### src/rtl/mul_div_unit_pkg.sv
// Shared datapath defines: multiply/divide op encodings and ALU control codes.
package mul_div_unit_pkg;

  typedef enum logic [2:0] {
    MD_MUL    = 3'd0,
    MD_MULH   = 3'd1,
    MD_MULHSU = 3'd2,
    MD_MULHU  = 3'd3,
    MD_DIV    = 3'd4,
    MD_DIVU   = 3'd5,
    MD_REM    = 3'd6,
    MD_REMU   = 3'd7
  } md_op_e;

  typedef enum logic [3:0] {
    ALU_ADD  = 4'd0,
    ALU_SUB  = 4'd1,
    ALU_AND  = 4'd2,
    ALU_OR   = 4'd3,
    ALU_XOR  = 4'd4,
    ALU_SLL  = 4'd5,
    ALU_SRL  = 4'd6,
    ALU_SRA  = 4'd7,
    ALU_SLT  = 4'd8,
    ALU_SLTU = 4'd9
  } alu_ctrl_e;

endpackage

### src/rtl/mul_div_unit.sv
// Iterative radix-2 multiply/divide unit: shift-add multiply, restoring divide,
// one step per cycle on unsigned magnitudes with a final conditional negation.
module mul_div_unit
  import mul_div_unit_pkg::*;
#(
  parameter int WIDTH = 32
) (
  input  logic             clk,
  input  logic             rst,
  input  logic             start,
  input  logic             kill,
  input  logic [2:0]       op,
  input  logic [WIDTH-1:0] A,
  input  logic [WIDTH-1:0] B,
  output logic             busy,
  output logic             done,
  output logic [WIDTH-1:0] Result,
  output logic             Zero
);

  localparam int CW = $clog2(WIDTH);

  typedef enum logic [1:0] {S_IDLE, S_CALC, S_DONE} state_e;

  state_e             r_state;
  state_e             w_state_nx;
  logic [CW-1:0]      r_cnt;
  logic [2:0]         r_op;
  logic [WIDTH-1:0]   r_acc;
  logic [WIDTH-1:0]   r_q;
  logic [WIDTH-1:0]   r_b;
  logic               r_neg_main;
  logic               r_neg_rem;
  logic [WIDTH-1:0]   r_result;

  // Operand decode at acceptance
  logic               w_is_div;
  logic               w_a_signed;
  logic               w_b_signed;
  logic               w_a_neg;
  logic               w_b_neg;
  logic [WIDTH-1:0]   w_a_mag;
  logic [WIDTH-1:0]   w_b_mag;
  logic               w_div0;
  logic               w_ovf;
  logic               w_special;
  logic [WIDTH-1:0]   w_special_res;
  logic               w_last;

  assign w_is_div   = op[2];
  assign w_a_signed = (op == MD_MULH) || (op == MD_MULHSU) || (op == MD_DIV) || (op == MD_REM);
  assign w_b_signed = (op == MD_MULH) || (op == MD_DIV) || (op == MD_REM);
  assign w_a_neg    = w_a_signed & A[WIDTH-1];
  assign w_b_neg    = w_b_signed & B[WIDTH-1];
  assign w_a_mag    = w_a_neg ? -A : A;
  assign w_b_mag    = w_b_neg ? -B : B;
  assign w_div0     = w_is_div && (B == '0);
  assign w_ovf      = ((op == MD_DIV) || (op == MD_REM)) &&
                      (A == {1'b1, {(WIDTH-1){1'b0}}}) && (B == '1);
  assign w_special  = w_div0 | w_ovf;
  // op[1] separates the remainder ops from the quotient ops
  assign w_special_res = w_div0 ? (op[1] ? A : '1) : (op[1] ? '0 : A);
  assign w_last     = (r_cnt == CW'(WIDTH - 1));

  // Single shared adder: accumulate for multiply, trial subtract for divide
  logic [WIDTH-1:0]   w_add_a;
  logic [WIDTH-1:0]   w_add_b;
  logic               w_add_cin;
  logic [WIDTH:0]     w_add;
  logic               w_ge;
  logic [WIDTH-1:0]   w_acc_nx;
  logic [WIDTH-1:0]   w_q_nx;

  always_comb begin
    w_add_a   = r_acc;
    w_add_b   = r_q[0] ? r_b : '0;
    w_add_cin = 1'b0;
    if (r_op[2]) begin
      w_add_a   = {r_acc[WIDTH-2:0], r_q[WIDTH-1]};
      w_add_b   = ~r_b;
      w_add_cin = 1'b1;
    end
  end

  assign w_add = {1'b0, w_add_a} + {1'b0, w_add_b} + {{WIDTH{1'b0}}, w_add_cin};
  // The shifted-out partial remainder bit makes the trial value >= divisor too
  assign w_ge  = r_acc[WIDTH-1] | w_add[WIDTH];

  always_comb begin
    w_acc_nx = w_add[WIDTH:1];
    w_q_nx   = {w_add[0], r_q[WIDTH-1:1]};
    if (r_op[2]) begin
      w_acc_nx = w_ge ? w_add[WIDTH-1:0] : w_add_a;
      w_q_nx   = {r_q[WIDTH-2:0], w_ge};
    end
  end

  // Final sign fix-up applied on the step that enters DONE
  logic [2*WIDTH-1:0] w_prod;
  logic [2*WIDTH-1:0] w_prod_f;
  logic [WIDTH-1:0]   w_final;

  assign w_prod   = {w_acc_nx, w_q_nx};
  assign w_prod_f = r_neg_main ? -w_prod : w_prod;

  always_comb begin
    w_final = '0;
    if (r_op[2]) begin
      if (r_op[1]) w_final = r_neg_rem  ? -w_acc_nx : w_acc_nx;
      else         w_final = r_neg_main ? -w_q_nx   : w_q_nx;
    end else if (r_op == MD_MUL) begin
      w_final = w_prod_f[WIDTH-1:0];
    end else begin
      w_final = w_prod_f[2*WIDTH-1:WIDTH];
    end
  end

  always_comb begin
    w_state_nx = r_state;
    case (r_state)
      S_IDLE: if (start) w_state_nx = w_special ? S_DONE : S_CALC;
      S_CALC: begin
        if (kill)        w_state_nx = S_IDLE;
        else if (w_last) w_state_nx = S_DONE;
      end
      S_DONE:  w_state_nx = S_IDLE;
      default: w_state_nx = S_IDLE;
    endcase
  end

  always_ff @(posedge clk) begin
    if (rst) begin
      r_state    <= S_IDLE;
      r_cnt      <= '0;
      r_op       <= '0;
      r_acc      <= '0;
      r_q        <= '0;
      r_b        <= '0;
      r_neg_main <= 1'b0;
      r_neg_rem  <= 1'b0;
      r_result   <= '0;
    end else begin
      r_state <= w_state_nx;
      if (r_state == S_IDLE && start) begin
        r_op       <= op;
        r_cnt      <= '0;
        r_acc      <= '0;
        r_q        <= w_is_div ? w_a_mag : w_b_mag;
        r_b        <= w_is_div ? w_b_mag : w_a_mag;
        r_neg_main <= w_a_neg ^ w_b_neg;
        r_neg_rem  <= w_a_neg;
        if (w_special) r_result <= w_special_res;
      end else if (r_state == S_CALC && !kill) begin
        r_acc <= w_acc_nx;
        r_q   <= w_q_nx;
        r_cnt <= r_cnt + CW'(1);
        if (w_last) r_result <= w_final;
      end
    end
  end

  assign busy   = (r_state == S_CALC);
  assign done   = (r_state == S_DONE);
  assign Result = r_result;
  assign Zero   = (r_result == '0);

endmodule

### config.mk
export PLATFORM = sky130hd
export DESIGN_NAME = mul_div_unit
export DESIGN_NICKNAME = d
export VERILOG_FILES = /design/src/rtl/mul_div_unit_pkg.sv /design/src/rtl/mul_div_unit.sv
export SDC_FILE = /design/constraint.sdc
export NUM_CORES = 1
export LEC_CHECK = 0
export ABC_CLOCK_PERIOD_IN_PS = 7300
export CORE_ASPECT_RATIO = 1.5
export CORE_MARGIN = 2
export CORE_UTILIZATION = 50
export DETAILED_ROUTE_END_ITERATION = 10
export GPL_ROUTABILITY_DRIVEN = 0
export PLACE_DENSITY = 0.72
export SLEW_MARGIN = 20
export SYNTH_ARGS = -nofsm -noshare
export SYNTH_HDL_FRONTEND = slang
export SYNTH_SLANG_ARGS = --single-unit
### constraint.sdc
create_clock -name clk -period 7.3 [get_ports clk]
set_input_delay 1.095 -clock clk [delete_from_list [all_inputs] [get_ports clk]]
set_output_delay 1.095 -clock clk [all_outputs]
set_load 0.03 [all_outputs]
# Yosys cells after proc, flatten, opt, wreduce, memory -nomap -nowiden
# Index checks and enable logic that the tools add are counted.
# word_totals
ff_bits	140
latchBits	0
ram_bits	0
mem_bits_ro	0
output_inout_bits	35
elab_cells	87
n_memories	0
# op_classes
add_sub_neg	8
n_mul	0
div_mod_pow	0
n_lt_le_gt_ge	0
n_eq_ne	12
n_shift	0
mux	31
bitwise	6
n_reduce_logical	21
# op_table
op	n
$mux 32	24
$neg 32->32	4
$eq 32x32->1 const B	2
$logic_not 32->1	2
$mux 64	1
$neg 64->64	1
$add 32x32->33	1
$add 33x1->33	1
$not 32->32	1
$mux 2	4
$eq 3x3->1 const B	2
$logic_or 1x1->1	6
$add 5x1->5 const B	1
$eq 5x5->1 const B	1
$logic_and 1x1->1	5
$ne 2x2->1 const B	2
$pmux 2 s2	1
$reduce_bool 2->1	2
$eq 3x1->1 const B	1
$eq 3x2->1 const B	1
$logic_not 3->1	1
$ne 3x2->1 const B	1
$reduce_and 3->1	1
$and 1x1->1	2
9 further kinds	10

# Longest topological paths before layout
# Gate-level depths: netlist of the first run.
# logic_depth
word_depth	14
depth_mapped	33

# Least setup slack after synthesis of the first run
# No wires, ideal clock.
# synth_timing
path_kind	reg2reg
startpoint	register r_op[2]
endpoint	register r_result[24] (netlist: Result[24])
t_arrival_ns	7.893
required_ns	7.214
path_slack_ns	-0.678
stages_incl_launch_ff	33
n_path_buf	13
cell_sequence	dfxtp_1 clkbuf_1 buf_2 clkbuf_1 buf_2 buf_2 buf_1 buf_2 buf_2 buf_2 buf_1 mux2i_1 fa_1 fa_1 nand2b_1 a211oi_2 o21a_4 o211a_4 buf_6 buf_4 o211ai_1 and3_1 clkbuf_1 clkinv_1 ha_1 o21ai_0 a211o_1 or4_4 or4_4 o31ai_4 xnor2_1 a21oi_1 a211oi_1
# synth_via
elab_chain_cells	13
word_cells_on_any_way	22
cone_classes	5 x add/sub; 15 x mux; 1 x bitwise; 1 x reduce/logical
# synth_rtl
item	line	source
start: declaration	mul_div_unit.sv:28	logic [2:0] r_op;
start signal: assignment	mul_div_unit.sv:145	r_op <= op;
$mux 32	mul_div_unit.sv:78	if (r_op[2]) begin
$add 32x32->33	mul_div_unit.sv:85	assign w_add = {1'b0, w_add_a} + {1'b0, w_add_b} + {{WIDTH{1'b0}}, w_add_cin};
$add 33x1->33	mul_div_unit.sv:85	
$or 1x1->1	mul_div_unit.sv:87	assign w_ge = r_acc[WIDTH-1] | w_add[WIDTH];
$mux 32	mul_div_unit.sv:93	w_acc_nx = w_ge ? w_add[WIDTH-1:0] : w_add_a;
$mux 32	mul_div_unit.sv:92	if (r_op[2]) begin
$neg 64->64 or $neg 32->32 (tied branches)	mul_div_unit.sv:104, mul_div_unit.sv:109	
$mux 64 or $mux 32 (tied branches)	mul_div_unit.sv:104, mul_div_unit.sv:109	
$mux 32, on equally long branches	mul_div_unit.sv:111, mul_div_unit.sv:109	
$mux 32 (*)	mul_div_unit.sv:108	if (r_op[2]) begin
$mux 32 (*)	mul_div_unit.sv:157	if (w_last) r_result <= w_final;
$mux 32 (*)	mul_div_unit.sv:153	end else if (r_state == S_CALC && !kill) begin
$mux 32 (*)	mul_div_unit.sv:144	if (r_state == S_IDLE && start) begin
end signal: assignment	mul_div_unit.sv:152	if (w_special) r_result <= w_special_res;
end signal: assignment	mul_div_unit.sv:157	
end: declaration	mul_div_unit.sv:34	logic [WIDTH-1:0] r_result;
# Every way passes the cells marked *; elsewhere a longest branch is shown, timed or not. The select of a mux whose other input is x is not followed.
# A chain may end at the register's enable or synchronous reset.

# Worst setup path after layout of the first run
# layout_timing
startpoint	register r_op[2]
endpoint	register r_result[26] (netlist: Result[26])
# The elaborated chain is that of the path after synthesis.

==> flow_metrics.env, run 1 <==
export IMPL_finClkSkew_ns=0.01035
export IMPL_synth_fp_nets=2392
export IMPL_rsz0062_at_grt="false"
export IMPL_clockBufferDepth=2
export IMPL_numPortBuffers=105
export IMPL_final_core_util_pct=56.01
export IMPL_clk_pin_slew_ns=0.06
export IMPL_grt_max_degree=92
export IMPL_nFillCells=3076
export IMPL_ys_types=106
export IMPL_ant_nets=0
export IMPL_worstPathArrival_ns=7.06
export IMPL_nets=2385
export IMPL_setup_tns_ns=0
export IMPL_first_global_vias=16872
export IMPL_drive_gt1_share_pct=8.049
export IMPL_synth_area_leader_cell="dfxtp_1"
export IMPL_place_ws_ns=0.8740
export IMPL_io_pins=106
export IMPL_drtIter0Drc=2321
export IMPL_grtUsageTotal_pct=39.21
export IMPL_fmax_ghz=0.1495
export IMPL_htree_num_levels=4
export IMPL_peakVddDrop_mv=0.1654
export IMPL_dieHeight_microns=222.4
export IMPL_synth_top_flop_cell="dfxtp_1"
export IMPL_hold_violations=0
export IMPL_status="finished, final reports clean"
export IMPL_cts_made_buffers=17
export IMPL_netlist_instances=2280
export IMPL_rows=80
export IMPL_core_area_sq_mm=0.03153
export IMPL_clock_sinks=140
export IMPL_tritoncts="done"
export IMPL_ys_seq_elements=140
export IMPL_placedCellCount=2664
export IMPL_avgViaCountPerCell=6.843
export IMPL_routed_via_count=18448
export IMPL_critPathKind="reg2reg"
export IMPL_synth_seq_area_share_pct=17.62
export IMPL_post_cts_buffers=0
export IMPL_yosysWarnings=0
export IMPL_fin_crit_ns=6.689
export IMPL_wl_microns=66170
export IMPL_grt_pass1_wl_microns=99180
export IMPL_min_period_over_period_pct=91.62
export IMPL_post_dp_hpwl_microns=50330
export IMPL_avgSynthCellArea_sq_um=6.976
export IMPL_final_cells=2696
export IMPL_cp_required_ns=7.67
export IMPL_insertion_delay_ns=0.46
export IMPL_fin_ws_ns=0.6115
export IMPL_critical_path_max_fanout=47
export IMPL_avgRoutedWirePerCell_microns=24.54
export IMPL_slew_violations=0
export IMPL_hold_class="reg2reg"
export IMPL_cts_resized=0
export IMPL_overflow=0
export IMPL_synth_edf_count=0
export IMPL_syn_to_final_growth_pct=11.04
export IMPL_worst_pin_slew_ns=1.160
export IMPL_synthArstFlopShare_pct=0
export IMPL_first_pass_iters=8
export IMPL_n_antenna_cell=0
export IMPL_p_per_area_mw_per_mm2=161.8
export IMPL_max_slew_margin_rel_pct=22.65
export IMPL_cts_hold_fix_buffers=0
export IMPL_drc=0
export IMPL_p_leak_nw=6.156
export IMPL_synth_top_area_share_pct=17.62
export IMPL_start_util_pct=50.44
export IMPL_die_w_microns=149.6
export IMPL_antenna_found_initial=1
export IMPL_synthTopCellsByArea="dfxtp_1 18%, nand2_1 7.7%, a21oi_1 7.0%"
export IMPL_cp_end_kind="flip-flop"
export IMPL_critPathLaunchType="flip-flop"
export IMPL_clock_root_buffer="clkbuf_16"
export IMPL_maxCapViolCount=0
export IMPL_hold_ws_ns=0.4634
export IMPL_synth_cell_area_sq_mm=0.01591
export IMPL_die_area_sq_mm=0.03328
export IMPL_setup_viol=0
sequential cells by signal, summed over array words and instances, names as in the netlist:
register / cells
Result: 32
r_acc: 32
r_b: 32
r_q: 32
r_cnt: 5
r_op: 3
r_state: 2
r_neg_main: 1
r_neg_rem: 1
stage by stage:
step | instance area, sq um | power [mW]
after floorplan | 15920 | 1.547
after global placement | 17060 | 1.886
after detailed placement | 17060 | 1.900
after CTS | 17660 | 2.800
after global routing | 17660 | 2.941
final | 17660 | 2.858
synth_stat cells (39+ instances only):
cell type and n:
xor2_1 56, nor3_1 60, mux2i_1 60, a21oi_1 223
nand3_1 65, dfxtp_1 140, nor2_1 197, nand2_1 327
ha_1 39, clkbuf_1 120, a211oi_1 39, o211ai_1 115
xnor2_1 94, o21ai_0 141
logic make-up (layout without fill, tap and decap cells):
family          after synthesis  in the layout  synth area share (%)
fa+ha+maj                    60             60                 4.515
buf+inv                     206            212                 5.373
compound gates              764            764                 31.76
simple gates                865            865                 26.22
xor+xnor                    150            150                 8.260
flops                       140            140                 17.62
mux                          95             95                 6.254
layout make-up:
class	count	area, sq um	share of cell area [%]
clock buffer	18	429.2	2.430
clock inverter	14	168.9	0.9564
inverter	36	136.4	0.7722
multi-input combinational	1934	12270	69.47
sequential	140	2808	15.90
tap	410	513.0	2.905
timing repair buffer	144	1336	7.566
power breakdown:
group | total [mW] | switching [mW] | internal, mW | leakage [nW]
Clock | 0.915 | 0.379 | 0.536 | 0.279
Sequential | 0.861 | 0.0603 | 0.801 | 1.14
Combinational | 1.08 | 0.719 | 0.362 | 4.74
Total | 2.86 | 1.16 | 1.70 | 6.16
worst max-delay path, stage by stage, from the launching register on:
cell and delay [ns]:
dfxtp_4 0.71, buf_4 0.40, mux2_2 0.38, ha_1 0.41, a21oi_1 0.28, o21ai_1 0.15
a211oi_2 0.27, nand3_1 0.32, o22ai_1 0.61, ha_1 0.32, o211ai_1 0.17, inv_1 0.15
nand2_1 0.11, nor3_1 0.46, nand2_1 0.14, nor2_1 0.51, nand2_1 0.18, nor4_1 0.36
mux2i_1 0.25, o2111ai_1 0.13, a311oi_1 0.28
path summary, 6_finish.rpt:
check        startpoint         end  slack [ns]  cells after the start
min            r_cnt[4]    r_cnt[4]        0.46                      2
max reg2reg     r_op[2]  Result[26]        0.61                     20
max             r_op[2]  Result[26]        0.61                     20
min reg2reg    r_cnt[4]    r_cnt[4]        0.46                      2
layout by cell type (no fill, tap or decap), types with 10 or more instances in the layout:
master / Yosys / layout
and3_1: 17 / 17
o211ai_1: 115 / 115
nand2b_1: 21 / 21
nor4_1: 21 / 21
o221ai_1: 15 / 15
o31ai_1: 25 / 25
nand2_1: 327 / 326
or3_1: 30 / 30
mux2_2: 35 / 35
ha_1: 39 / 39
buf_4: 1 / 40
nor2_1: 197 / 197
or4_1: 13 / 13
a31oi_1: 26 / 26
xnor2_1: 94 / 94
nand4_1: 28 / 28
a221oi_1: 12 / 12
nor3_1: 60 / 60
inv_1: 33 / 33
o21a_1: 11 / 11
and2_1: 16 / 15
clkdlybuf4s50_1: 0 / 103
or2_2: 10 / 10
a21o_1: 22 / 22
maj3_1: 19 / 19
o21ai_0: 141 / 141
nand3_1: 65 / 65
nor2b_1: 13 / 12
clkbuf_16: 0 / 17
a21oi_1: 223 / 223
a211oi_1: 39 / 39
dfxtp_1: 140 / 138
o31a_1: 10 / 10
mux2i_1: 60 / 60
a311oi_1: 13 / 13
xor2_1: 56 / 56
per-layer routing:
| layer | vias up | GRT usage [%] | share of wire, % |
|---|---|---|---|
| li1 | 8444 | - | - |
| met1 | 8487 | 42.31 | 34 |
| met2 | 1162 | 65.09 | 47 |
| met3 | 355 | 7.084 | 8.1 |
| met4 | 0 | 33.95 | 11 |
| met5 | - | 0 | 0 |
Note: power is estimated with default switching activity, not from simulation.
==> inputs of run 2 (changes only) <==
--- a/config.mk
+++ b/config.mk
@@ -5,13 +5,13 @@
 export SDC_FILE = /design/constraint.sdc
 export NUM_CORES = 1
 export LEC_CHECK = 0
-export ABC_CLOCK_PERIOD_IN_PS = 7300
+export ABC_CLOCK_PERIOD_IN_PS = 7980
 export CORE_ASPECT_RATIO = 1.5
 export CORE_MARGIN = 2
 export CORE_UTILIZATION = 50
 export DETAILED_ROUTE_END_ITERATION = 10
 export GPL_ROUTABILITY_DRIVEN = 0
-export PLACE_DENSITY = 0.72
+export PLACE_DENSITY = 0.69
 export SLEW_MARGIN = 20
 export SYNTH_ARGS = -nofsm -noshare
 export SYNTH_HDL_FRONTEND = slang
==> constraint.sdc (replaced) <==
create_clock -name clk -period 7.98 [get_ports clk]
set_input_delay 1.197 -clock clk [delete_from_list [all_inputs] [get_ports clk]]
set_output_delay 1.197 -clock clk [all_outputs]
set_load 0.03 [all_outputs]
==> flow_metrics.env, run 2 (synthesis gave the netlist of run 1 again) <==
export IMPL_status="finished with violations"
export IMPL_violations="design-rule violations"
export IMPL_overflow=0
export IMPL_drive_gt1_share_pct=7.686
export IMPL_drtIter0Drc=2128
export IMPL_die_area_sq_mm=0.03328
export IMPL_slew_violations=0
export IMPL_clock_root_buffer="clkbuf_16"
export IMPL_cpMaxStageDelayCell="dfxtp_1"
export IMPL_post_dp_hpwl_microns=51600
export IMPL_start_util_pct=50.44
export IMPL_setup_tns_ns=0
export IMPL_cp_end_kind="flip-flop"
export IMPL_numPortBuffers=105
export IMPL_r2r_worst_path_cells=23
export IMPL_rows=80
export IMPL_setup_viol=0
export IMPL_die_w_microns=149.6
export IMPL_grt_pass1_wl_microns=100600
export IMPL_nets=2376
export IMPL_clk_pin_slew_ns=0.07
export IMPL_insertion_delay_ns=0.46
export IMPL_place_ws_ns=1.059
export IMPL_ant_nets=0
export IMPL_post_cts_buffers=0
export IMPL_hold_violations=0
export IMPL_first_pass_iters=11
export IMPL_rsz0062_at_grt="false"
export IMPL_peakVddDrop_mv=0.1529
export IMPL_p_leak_nw=6.094
export IMPL_whs_path_depth=2
export IMPL_most_common_layout_cells="326 x nand2_1, 223 x a21oi_1, 197 x nor2_1"
export IMPL_grt_max_degree=82
export IMPL_drc=1
export IMPL_wl_microns=67700
export IMPL_min_period_over_period_pct=89.90
export IMPL_maxCapViolCount=0
export IMPL_dpl_cell_area_sq_mm=0.01699
export IMPL_nFillCells=3112
export IMPL_critPathLaunchType="flip-flop"
export IMPL_fin_area_sq_mm=0.01755
export IMPL_grtUsageTotal_pct=39.77
export IMPL_fin_crit_ns=7.174
export IMPL_worst_pin_slew_ns=1.117
export IMPL_io_pins=106
export IMPL_tritoncts="done"
export IMPL_clockBufferDepth=2
export IMPL_htree_num_levels=4
export IMPL_first_global_vias=17102
export IMPL_n_antenna_cell=0
export IMPL_critical_path_max_fanout=24
export IMPL_antenna_found_initial=0
export IMPL_fin_ws_ns=0.8059
export IMPL_path_cells="nor2b_1, buf_4, nand2_1, o21ai_0, inv_1, fa_1, fa_1, nand2b_1, a211oi_2, o21a_4, o211a_4, o211ai_1, and3_1, clkinv_1, ha_1, o21ai_0, a211o_1, or2_2, o31ai_1, xor2_1, a21oi_1, a2111oi_0, nor3_1"
export IMPL_cts_hold_fix_buffers=0
export IMPL_layout_commonest_cell="nand2_1"
export IMPL_fmax_ghz=0.1394
export IMPL_avgViaCountPerCell=6.872
export IMPL_dieHeight_microns=222.4
export IMPL_avgRoutedWirePerCell_microns=25.20
export IMPL_cp_required_ns=8.28
export IMPL_cts_resized=0
export IMPL_hold_ws_ns=0.4644
export IMPL_routed_via_count=18465
export IMPL_slowest_delay_ns=0.95
export IMPL_syn_to_final_growth_pct=10.31
export IMPL_cts_made_buffers=17
export IMPL_p_per_area_mw_per_mm2=144.7
export IMPL_finClkSkew_ns=0.01129
export IMPL_core_area_sq_mm=0.03153
export IMPL_critPathKind="reg2reg"
export IMPL_worstPathArrival_ns=7.48
export IMPL_hold_class="reg2reg"
export IMPL_max_slew_margin_rel_pct=24.94
export IMPL_clock_sinks=140
==> run 2: changes by cell type in the layout (fill, tap and decap cells not counted) <==
cell,delta
nor2b_1,-1
clkinvlp_4,-1
bufinv_16,-2
nor2b_2,+1
clkinv_2,+1
buf_4,-9
o311ai_1,-1
inv_6,+1
o311ai_0,+1
clkinv_1,+1
==> run 2: path summary, 6_finish.rpt <==
path	startpoint	end	slack, ns
hold reg to reg	r_cnt[4]	r_cnt[4]	0.46
setup / recovery	r_q[0]	Result[8]	0.81
setup reg to reg	r_q[0]	Result[8]	0.81
hold / removal	r_cnt[4]	r_cnt[4]	0.46
==> run 2: worst max-delay path, delay by kind of cell (launching register included) <==
kind	cells	cell delay, ns
flops	1	0.95
compound gates	10	2.86
xor+xnor	1	0.29
buf+inv	3	0.54
simple gates	6	1.30
fa+ha+maj	3	1.06
==> run 2: area by class of cell <==
class / instances / area (sq um) / area share [%]
multi-input cells: 1934 / 12270 / 69.94
flip-flops and latches: 140 / 2808 / 16.00
repair buffers: 135 / 1269 / 7.231
well taps: 410 / 513.0 / 2.924
clock buffers: 18 / 429.2 / 2.446
inverters: 36 / 135.1 / 0.7702
clock inverters: 14 / 120.1 / 0.6846
==> run 2: stage by stage <==
| step | utilization, % | cells | power (mW) |
|---|---|---|---|
| 6_report | 55.65 | 2687 | 2.540 |
| 5_1_grt | 55.65 | 2687 | 2.615 |
| 3_5_place_dp | 53.90 | 2655 | 1.728 |
| 2_1_floorplan | - | 2280 | 1.414 |
| 3_3_place_gp | 53.90 | 2655 | 1.718 |
| 4_1_cts | 55.64 | 2687 | 2.491 |
==> run 2: per-layer routing <==
| metal | routed length, microns | global-route usage [%] |
|---|---|---|
| met2 | 30880 | 64.69 |
| met5 | 0 | 0 |
| met3 | 5948 | 7.372 |
| met1 | 23220 | 43.12 |
| met4 | 7651 | 36.44 |
==> run 2: power by group <==
group | leakage (nW) | internal, mW | switching, mW | total [mW]
Combinational | 4.69 | 0.324 | 0.657 | 0.981
Sequential | 1.14 | 0.733 | 0.0549 | 0.788
Clock | 0.263 | 0.428 | 0.343 | 0.771
Total | 6.09 | 1.48 | 1.06 | 2.54
